<file path="src/rtl/bcd_addsub_datapath.sv">
`default_nettype none
// ============================================================================
// Module      : bcd_addsub_datapath
// Description : Digit-serial packed-BCD add / magnitude-subtract datapath with
//               operand registers A and B, a result register R and a
//               four-phase req/ack command interface. The registered
//               output_value feeds the display path.
// Revision    : 1.0  initial release
// ============================================================================
module bcd_addsub_datapath #(
    parameter int DIGITS = 2,
    parameter int OUT_W  = 4*(DIGITS+1)
) (
    input  logic                  clock,
    input  logic                  reset_n,
    input  logic [4*DIGITS-1:0]   input_value,
    input  logic                  mode,
    input  logic                  init,
    input  logic                  load_a,
    input  logic                  load_b,
    input  logic                  compute,
    input  logic                  display_a,
    input  logic                  display_b,
    input  logic                  display_result,
    output logic                  init_ack,
    output logic                  load_a_ack,
    output logic                  load_b_ack,
    output logic                  compute_ack,
    output logic                  display_a_ack,
    output logic                  display_b_ack,
    output logic                  display_result_ack,
    output logic [OUT_W-1:0]      output_value,
    output logic                  negative,
    output logic                  bcd_err,
    output logic                  busy
);

    localparam int DW    = 4*DIGITS;
    localparam int CNT_W = (DIGITS > 1) ? $clog2(DIGITS) : 1;
    localparam logic [CNT_W-1:0] LAST_DIGIT = CNT_W'(DIGITS-1);

    // Command indices double as bit positions in the request/ack vectors;
    // a lower index has higher priority.
    localparam logic [2:0] CMD_INIT    = 3'd0;
    localparam logic [2:0] CMD_LOAD_A  = 3'd1;
    localparam logic [2:0] CMD_LOAD_B  = 3'd2;
    localparam logic [2:0] CMD_COMPUTE = 3'd3;
    localparam logic [2:0] CMD_DISP_A  = 3'd4;
    localparam logic [2:0] CMD_DISP_B  = 3'd5;
    localparam logic [2:0] CMD_DISP_R  = 3'd6;

    typedef enum logic [2:0] {
        IDLE   = 3'd0,
        EXEC   = 3'd1,
        ADD    = 3'd2,
        RECOMP = 3'd3,
        ACK    = 3'd4
    } state_t;

    state_t            state;
    logic [2:0]        cmd;
    logic [DW-1:0]     a_reg;
    logic [DW-1:0]     b_reg;
    logic [DW-1:0]     r_reg;
    logic              carry;      // final carry nibble bit shown by display_result
    logic              dc;         // running digit carry
    logic              sub_mode;
    logic [CNT_W-1:0]  cnt;
    logic [6:0]        acks;

    logic [6:0]        reqs;
    logic              req_any;
    logic [2:0]        req_idx;

    logic [CNT_W+1:0]  dig_off;
    logic [3:0]        a_dig;
    logic [3:0]        b_dig;
    logic [3:0]        r_dig;
    logic [3:0]        op_a;
    logic [3:0]        op_b_raw;
    logic [3:0]        op_b;
    logic [4:0]        sum_bin;
    logic [4:0]        sum_adj;
    logic [3:0]        sum_dig;
    logic              cout;

    assign reqs = {display_result, display_b, display_a, compute, load_b, load_a, init};

    assign init_ack           = acks[0];
    assign load_a_ack         = acks[1];
    assign load_b_ack         = acks[2];
    assign compute_ack        = acks[3];
    assign display_a_ack      = acks[4];
    assign display_b_ack      = acks[5];
    assign display_result_ack = acks[6];

    assign busy = (state == ADD) || (state == RECOMP);

    // True when every nibble of the operand is a legal BCD digit.
    function automatic logic all_bcd(input logic [DW-1:0] v);
        logic ok;
        ok = 1'b1;
        for (int i = 0; i < DIGITS; i++) begin
            if (v[4*i +: 4] > 4'd9) ok = 1'b0;
        end
        return ok;
    endfunction

    // Fixed-priority arbiter: the lowest set request index wins.
    always_comb begin
        req_any = |reqs;
        req_idx = 3'd0;
        for (int i = 6; i >= 0; i--) begin
            if (reqs[i]) req_idx = 3'(i);
        end
    end

    // One BCD digit adder, shared by the ADD pass and the ten's-complement
    // pass (RECOMP adds the nine's complement of R to zero with carry-in 1).
    always_comb begin
        dig_off  = {cnt, 2'b00};
        a_dig    = a_reg[dig_off +: 4];
        b_dig    = b_reg[dig_off +: 4];
        r_dig    = r_reg[dig_off +: 4];
        op_a     = (state == RECOMP) ? 4'd0 : a_dig;
        op_b_raw = (state == RECOMP) ? r_dig : b_dig;
        op_b     = (sub_mode || (state == RECOMP)) ? (4'd9 - op_b_raw) : op_b_raw;
        sum_bin  = {1'b0, op_a} + {1'b0, op_b} + {4'b0000, dc};
        sum_adj  = sum_bin + 5'd6;
        if (sum_bin > 5'd9) begin
            sum_dig = sum_adj[3:0];
            cout    = 1'b1;
        end else begin
            sum_dig = sum_bin[3:0];
            cout    = 1'b0;
        end
    end

    // Control FSM and all datapath registers.
    always_ff @(posedge clock or negedge reset_n) begin
        if (!reset_n) begin
            state        <= IDLE;
            cmd          <= CMD_INIT;
            a_reg        <= '0;
            b_reg        <= '0;
            r_reg        <= '0;
            carry        <= 1'b0;
            dc           <= 1'b0;
            sub_mode     <= 1'b0;
            cnt          <= '0;
            acks         <= '0;
            output_value <= '0;
            negative     <= 1'b0;
            bcd_err      <= 1'b0;
        end else begin
            case (state)
                IDLE: begin
                    if (req_any) begin
                        cmd   <= req_idx;
                        state <= EXEC;
                        if (req_idx == CMD_COMPUTE) sub_mode <= mode;
                    end
                end

                EXEC: begin
                    if (cmd == CMD_COMPUTE) begin
                        dc    <= sub_mode;
                        cnt   <= '0;
                        state <= ADD;
                    end else begin
                        acks  <= 7'b1 << cmd;
                        state <= ACK;
                        case (cmd)
                            CMD_INIT: begin
                                a_reg        <= '0;
                                b_reg        <= '0;
                                r_reg        <= '0;
                                carry        <= 1'b0;
                                negative     <= 1'b0;
                                bcd_err      <= 1'b0;
                                output_value <= '0;
                            end
                            CMD_LOAD_A: begin
                                if (all_bcd(input_value)) a_reg <= input_value;
                                else                      bcd_err <= 1'b1;
                            end
                            CMD_LOAD_B: begin
                                if (all_bcd(input_value)) b_reg <= input_value;
                                else                      bcd_err <= 1'b1;
                            end
                            CMD_DISP_A: output_value <= {4'h0, a_reg};
                            CMD_DISP_B: output_value <= {4'h0, b_reg};
                            CMD_DISP_R: output_value <= {3'b000, carry, r_reg};
                            default: ;
                        endcase
                    end
                end

                ADD: begin
                    r_reg[dig_off +: 4] <= sum_dig;
                    dc                  <= cout;
                    cnt                 <= cnt + 1'b1;
                    if (cnt == LAST_DIGIT) begin
                        cnt <= '0;
                        if (!sub_mode) begin
                            carry <= cout;
                            acks  <= 7'b1 << cmd;
                            state <= ACK;
                        end else if (cout) begin
                            carry    <= 1'b0;
                            negative <= 1'b0;
                            acks     <= 7'b1 << cmd;
                            state    <= ACK;
                        end else begin
                            // A < B: R holds 10^DIGITS - (B - A), so a
                            // ten's complement recovers the magnitude.
                            dc    <= 1'b1;
                            state <= RECOMP;
                        end
                    end
                end

                RECOMP: begin
                    r_reg[dig_off +: 4] <= sum_dig;
                    dc                  <= cout;
                    cnt                 <= cnt + 1'b1;
                    if (cnt == LAST_DIGIT) begin
                        cnt      <= '0;
                        carry    <= 1'b0;
                        negative <= 1'b1;
                        acks     <= 7'b1 << cmd;
                        state    <= ACK;
                    end
                end

                ACK: begin
                    if (!reqs[cmd]) begin
                        acks  <= '0;
                        state <= IDLE;
                    end
                end

                default: state <= IDLE;
            endcase
        end
    end

endmodule
`default_nettype wire
</file>
<file path="config.mk">
export PLATFORM = sky130hd
export DESIGN_NAME = bcd_addsub_datapath
export DESIGN_NICKNAME = d
export VERILOG_FILES = /design/src/rtl/bcd_addsub_datapath.sv
export SDC_FILE = /design/constraint.sdc
export NUM_CORES = 1
export LEC_CHECK = 0
export ABC_AREA = 1
export CORE_MARGIN = 3
export CORE_UTILIZATION = 25
export DETAILED_ROUTE_END_ITERATION = 6
export PLACE_DENSITY = 0.45
export SYNTH_ARGS = -nofsm -noshare
export SYNTH_HDL_FRONTEND = slang
export SYNTH_SLANG_ARGS = --single-unit
export TNS_END_PERCENT = 10
</file>
<file path="constraint.sdc">
create_clock -name clock -period 3.03 [get_ports clock]
set_input_delay 0.4545 -clock clock [delete_from_list [all_inputs] [get_ports clock]]
set_output_delay 0.4545 -clock clock [all_outputs]
set_load 0.005 [all_outputs]
</file>
## Word level (Yosys, flattened, before mapping)

Index checks and enable logic that the tools add are counted.

| word-level totals | value |
|---|---|
| register bits after elaboration | 55 |
| bits of input ports | 18 |
| output and inout bits | 22 |
| logic and storage cells | 148 |

| operators by class | value |
|---|---|
| $add $sub $neg | 6 |
| $lt $le $gt $ge | 4 |
| equal/unequal tests | 25 |
| shifts and indexed selects | 6 |
| multiplexer cells | 67 |
| bitwise operators | 1 |
| reductions and logical operators | 26 |

Operators by type and width:

| operator | count |
|---|---|
| 12-bit one-hot mux with 4 select lines | 1 |
| 8-bit one-hot mux with 2 select lines | 3 |
| 3-bit two-way mux | 14 |
| 7-bit two-way mux | 6 |
| 8-bit two-way mux | 4 |
| 7-bit one-hot mux with 4 select lines | 1 |
| 1-bit two-way mux | 26 |
| 2-bit != test (second input constant) | 12 |
| 8-bit by 4-bit indexed part select with 4-bit output | 3 |
| 4-bit two-way mux | 4 |
| 3-bit by 2-bit == test with 1-bit output (second input constant) | 5 |
| 3-bit one-hot mux with 5 select lines | 1 |
| 3-bit == test (second input constant) | 4 |
| 1-bit one-hot mux with 3 select lines | 4 |
| 4-bit AND reduction | 3 |
| 6-bit AND reduction | 2 |
| 3-bit AND reduction | 3 |
| 8-bit bitwise mux | 1 |
| 4-bit > comparator (second input constant) | 2 |
| 4-bit nonzero test | 2 |
| 4-bit by 5-bit variable shift with 8-bit output (first input constant) | 1 |
| 4-bit by 5-bit indexed part select with 8-bit output | 1 |
| 7-bit AND reduction | 1 |
| 7-bit OR reduction | 1 |
| other kinds (22) | 30 |

## Longest topological paths before layout

| depth | value |
|---|---|
| depth in word-level cells | 12 |
| gate-level depth with buffers | 27 |
| gate-level depth less buffers | 26 |

## Least setup slack after synthesis

No wires, ideal clock.

| path | value |
|---|---|
| kind | register to register |
| start | register state[2] |
| end | register carry |
| library setup time | 0.119 ns |
| arrival time | 3.273 ns |
| data required time | 2.911 ns |
| setup slack | -0.361 ns |
| stages on the path, launching flop included | 26 |
| buffers on the path | 2 |
| clock period less this slack | 3.391 ns |
| cell sequence | dfrtp_1 nor2_2 nand2_1 buf_2 inv_2 nand2_1 nand2_1 inv_1 a32oi_1 inv_1 ha_1 nand2_1 o21ai_0 ha_1 inv_1 nand2_1 nand2_1 ha_1 nand2_1 a21boi_0 nand2_1 nand4_1 buf_2 nand3_1 nand2_1 nand2_1 |

| between the ends | value |
|---|---|
| word-level cells in the longest chain between the ends | 11 |
| elaborated cells on any way between the ends | 22 |
| those cells by class | 3 x add/sub; 1 x order compare; 8 x eq/ne; 7 x mux; 3 x reduce/logical |

RTL lines:

| element | line | RTL |
|---|---|---|
| start, declared | 60 | `state_t state;` |
| start signal, assigned | 142 | `state <= IDLE;` |
| start signal, assigned | 160 | `state <= EXEC;` |
| start signal, assigned | 169 | `state <= ADD;` |
| 3-bit by 2-bit == test with 1-bit output | - |  |
| 4-bit two-way mux | 126 | `op_b_raw = (state == RECOMP) ? r_dig : b_dig;` |
| 4-bit subtractor | 127 | `op_b = (sub_mode \|\| (state == RECOMP)) ? (4'd9 - op_b_raw) : op_b_raw;` |
| 4-bit two-way mux | 127 |  |
| 4-bit by 4-bit adder with 5-bit output | 128 | `sum_bin = {1'b0, op_a} + {1'b0, op_b} + {4'b0000, dc};` |
| 5-bit by 1-bit adder with 5-bit output | 128 |  |
| 5-bit by 4-bit > comparator with 1-bit output | 130 | `if (sum_bin > 5'd9) begin` |
| 1-bit two-way mux | 130 |  |
| 1-bit two-way mux | 205 | `if (!sub_mode) begin` |
| 1-bit two-way mux | 203 | `if (cnt == LAST_DIGIT) begin` |
| 1-bit one-hot mux with 3 select lines | 156 | `case (state)` |
| end signal, assigned | 206 | `carry <= cout;` |
| end, declared | 65 | `logic carry;` |

Parallel ways exist; a longest one is shown, timed or not. The select of a mux whose other input is x is not followed.
A chain may end at the register's enable or synchronous reset.

## Final worst setup path

| path | value |
|---|---|
| start | register state[2] |
| end | register acks[3] |

| between the ends | value |
|---|---|
| word-level cells in the longest chain between the ends | 10 |
| elaborated cells on any way between the ends | 21 |
| those cells by class | 3 x add/sub; 1 x order compare; 9 x eq/ne; 5 x mux; 3 x reduce/logical |

RTL lines:

| element | line | RTL |
|---|---|---|
| 3-bit by 2-bit == test with 1-bit output | - |  |
| 4-bit two-way mux | 126 |  |
| 4-bit subtractor | 127 |  |
| 4-bit two-way mux | 127 |  |
| 4-bit by 4-bit adder with 5-bit output | 128 |  |
| 5-bit by 1-bit adder with 5-bit output | 128 |  |
| 5-bit by 4-bit > comparator with 1-bit output | 130 |  |
| 1-bit two-way mux | 130 |  |
| 3-bit != test (no source line) | - |  |
| 6-bit AND reduction (no source line) | - |  |
| end signal, assigned | 171 | `acks <= 7'b1 << cmd;` |
| end signal, assigned | 207 | `acks <= 7'b1 << cmd;` |
| end signal, assigned | 212 | `acks <= 7'b1 << cmd;` |
| end, declared | 69 | `logic [6:0] acks;` |

Parallel ways exist; a longest one is shown, timed or not.

==> results.sh <==
export IMPL_syn_to_final_growth_pct=33.8
export IMPL_finalCriticalPeriod_ps=3210
export IMPL_synth_area_leader_cell="dfrtp_1"
export IMPL_num_vias=2961
export IMPL_violations="negative setup slack"
export IMPL_gr_total_overflow=0
export IMPL_die_w_um=117
export IMPL_cts_tree="built"
export IMPL_grt_use_met2=0.219
export IMPL_synthCells=402
export IMPL_initial_core_util=0.263
export IMPL_routed_wl_mm=9.48
export IMPL_grt_setup_unrepaired="yes"
export IMPL_yosysMostFrequentCell="nand2_1"
export IMPL_numCtsBuffers=5
export IMPL_synth_warnings=0
export IMPL_finClkSkew_ps=12.1
export IMPL_cp_data_arrival_time_ps=3390
export IMPL_fin_util=0.351
export IMPL_synth_top_area_frac=0.423
export IMPL_finalSetupViolCount=17
export IMPL_io_pins=40
export IMPL_finalCritPeriodShare=1.06
export IMPL_via_per_inst=4.80
export IMPL_postLayoutCellArea_um2=4120
export IMPL_clkTransAtPathRegs_ps=80
export IMPL_final_layout_size_suffix_gt1_frac=0.200
export IMPL_path_buf_inv=3
export IMPL_syn_area_um2=3080
export IMPL_pre_cts_ws_ps=-248
export IMPL_use_met1=0.210
export IMPL_p_per_area_nw_per_um2=1210
export IMPL_ctsHtreeMaxLevel=2
export IMPL_fmax_ghz=0.312
export IMPL_reg2reg_slack_ps=-180
export IMPL_critPathMaxStageDelay_ps=550
export IMPL_clockBufferDepth=2
export IMPL_start_kind="register"
export IMPL_dr_pass1_iters=4
export IMPL_grt_total_usage=0.145
export IMPL_clock_latency_ps=300
export IMPL_io_buffers=36
export IMPL_place_congestion=0.779
export IMPL_grt_busiest_layer="met2"
export IMPL_grt_pass1_wl_mm=15.4
export IMPL_synth_edf_count=0
export IMPL_fillCellCount=1258
export IMPL_finalMaxSlewViolations=0
export IMPL_wl_per_cell_um=15.4
export IMPL_met3_usage=0.0272
export IMPL_maxCapViolCount=0
export IMPL_synthArstFlopShare=1.00
export IMPL_ys_types=38
export IMPL_largest_register="output_value"
export IMPL_critPathMaxFanout=7
export IMPL_cp_required_ps=3210
export IMPL_path_common_cell="nand2_2"
export IMPL_ys_ff_latch=52
export IMPL_synth_avg_cell_area_um2=7.65
export IMPL_rows=39
export IMPL_setup_ws_ps=-178
export IMPL_grt_pass1_vias=2963
export IMPL_coreArea_um2=11700
export IMPL_final_hold_violation_count=0
export IMPL_path_class="reg -> reg"
export IMPL_cp_slowest_cell="fa_2"
export IMPL_dp_hpwl_mm=7.28
export IMPL_drt_iter0_drc=199
export IMPL_nets=498
export IMPL_hp_class="in -> async"
export IMPL_die_h_um=117
export IMPL_largest_reg_flops=9
export IMPL_clkSinkCount=52
export IMPL_postRouteAntennaNets=0
export IMPL_crit_family="adder cells"
export IMPL_synth_flop_cell="dfrtp_1"
export IMPL_synthTopCellsByCount="nand2_1, inv_1, dfrtp_1"
export IMPL_status="finished, violations left"
export IMPL_cts_root_buf="clkbuf_16"
export IMPL_dieArea_um2=13700
export IMPL_yosysSeqAreaShare=0.423
export IMPL_n_antenna_cell=0
export IMPL_grt_max_degree=24
export IMPL_irDropWorstVdd_mv=0.539
export IMPL_cp_cell_sequence="nor2_4 > nand2_4 > o21ai_2 > a21oi_2 > a21oi_2 > xor2_2 > fa_2 > inv_2 > fa_2 > inv_2 > ha_4 > nand2_2 > a21boi_2 > nand2_2 > nand4_1 > buf_6 > nand3_4 > nand2_2 > nand2_2"
export IMPL_p_leak_nw=1.91
export IMPL_antenna_found_initial=0
export IMPL_post_route_drc_count=0
export IMPL_placed_area_um2=3820
export IMPL_worst_pin_slew_ps=714
export IMPL_cp_end_kind="register"
export IMPL_synthTopCellsByArea="dfrtp_1, nand2_1, inv_1"
export IMPL_maxSlewHeadroom=0.522
[final timing paths]
kind,endpoint,depth (start not counted),from
worst max-delay path,acks[3]$_DFFE_PN0P_,19,state[2]$_DFFE_PN0P_
worst min-delay path,output_value[4]$_DFFE_PN0P_,1,reset_n
worst max register to register,acks[3]$_DFFE_PN0P_,19,state[2]$_DFFE_PN0P_
worst min register to register,acks[5]$_DFFE_PN0P_,2,acks[5]$_DFFE_PN0P_
max in group asynchronous,acks[2]$_DFFE_PN0P_,2,reset_n
min in group clock,acks[5]$_DFFE_PN0P_,2,acks[5]$_DFFE_PN0P_
[through the flow]
| step | std cells | hold WS, ps | TNS, ps | power (mW) |
|---|---|---|---|---|
| 3_5_place_dp | 603 | 388 | -3690 | 4.04 |
| 6_report | 617 | 55.0 | -1650 | 4.99 |
| 2_1_floorplan | 404 | 159 | -784 | 2.89 |
| 4_1_cts | 611 | 61.1 | -1370 | 4.73 |
| 3_3_place_gp | 603 | 375 | -2870 | 4.03 |
| 5_1_grt | 617 | 74.8 | -5730 | 5.53 |
[layer usage]
layer / vias to the layer above / share of wire
li1: 1476 / -
met1: 1409 / 0.49
met2: 65 / 0.44
met3: 11 / 0.047
met4: 0 / 0.017
met5: - / 0
[worst reg2reg max path, cell delays in order (launching register included)]
cell      delay (ps)
dfrtp_1          410
nor2_4           180
nand2_4          100
o21ai_2          160
a21oi_2           50
a21oi_2          160
xor2_2           180
fa_2             220
inv_2             40
fa_2             550
inv_2             60
ha_4             150
nand2_2           40
a21boi_2         150
nand2_2           80
nand4_1          150
buf_6            160
nand3_4          120
nand2_2          100
nand2_2           40
[report_power, final]
part | leakage, nW | switching (mW) | total, mW | internal, mW
combinational | 1.15 | 1.89 | 3.36 | 1.47
sequential | 0.693 | 0.161 | 1.05 | 0.886
clock | 0.0660 | 0.271 | 0.579 | 0.308
[layout by cell type (no fill, tap or decap), types with 13 or more instances in the layout]
master	n
buf_4	35
o21ai_1	22
inv_1	50
nand3_1	33
clkdlybuf4s50_1	35
a21oi_1	13
dfrtp_1	52
o21ai_0	21
nor2_1	29
nand2_1	78
[layout make-up]
type | count | area [µm²] | area share
multi-input cells | 283 | 1630 | 0.397
flip-flops and latches | 52 | 1300 | 0.316
repair buffers | 73 | 634 | 0.154
inverters | 58 | 220 | 0.0535
well taps | 143 | 179 | 0.0435
clock buffers | 5 | 125 | 0.0304
clock inverters | 3 | 23.8 | 0.00578
[repair_timing]
item | in CTS | in global routing
setup buffers | 0 | 4
hold buffers | 0 | 0
hold endpoints to repair | 0 | 0
pin swaps | 2 | 15
gates cloned | 0 | 2
setup endpoints to repair | 19 | 19
resized for setup | 7 | 23
[cell families (layout without fill, tap and decap cells)]
group	count (synthesis)	after routing	share of synthesized area
flops	52	52	0.423
fa+ha+maj	7	7	0.0333
simple gates	177	178	0.255
other cells	1	3	0.00122
buf+inv	70	139	0.0939
xor+xnor	4	4	0.0114
compound gates	86	86	0.163
mux	5	5	0.0183
Power figures use the tool's default switching activity.
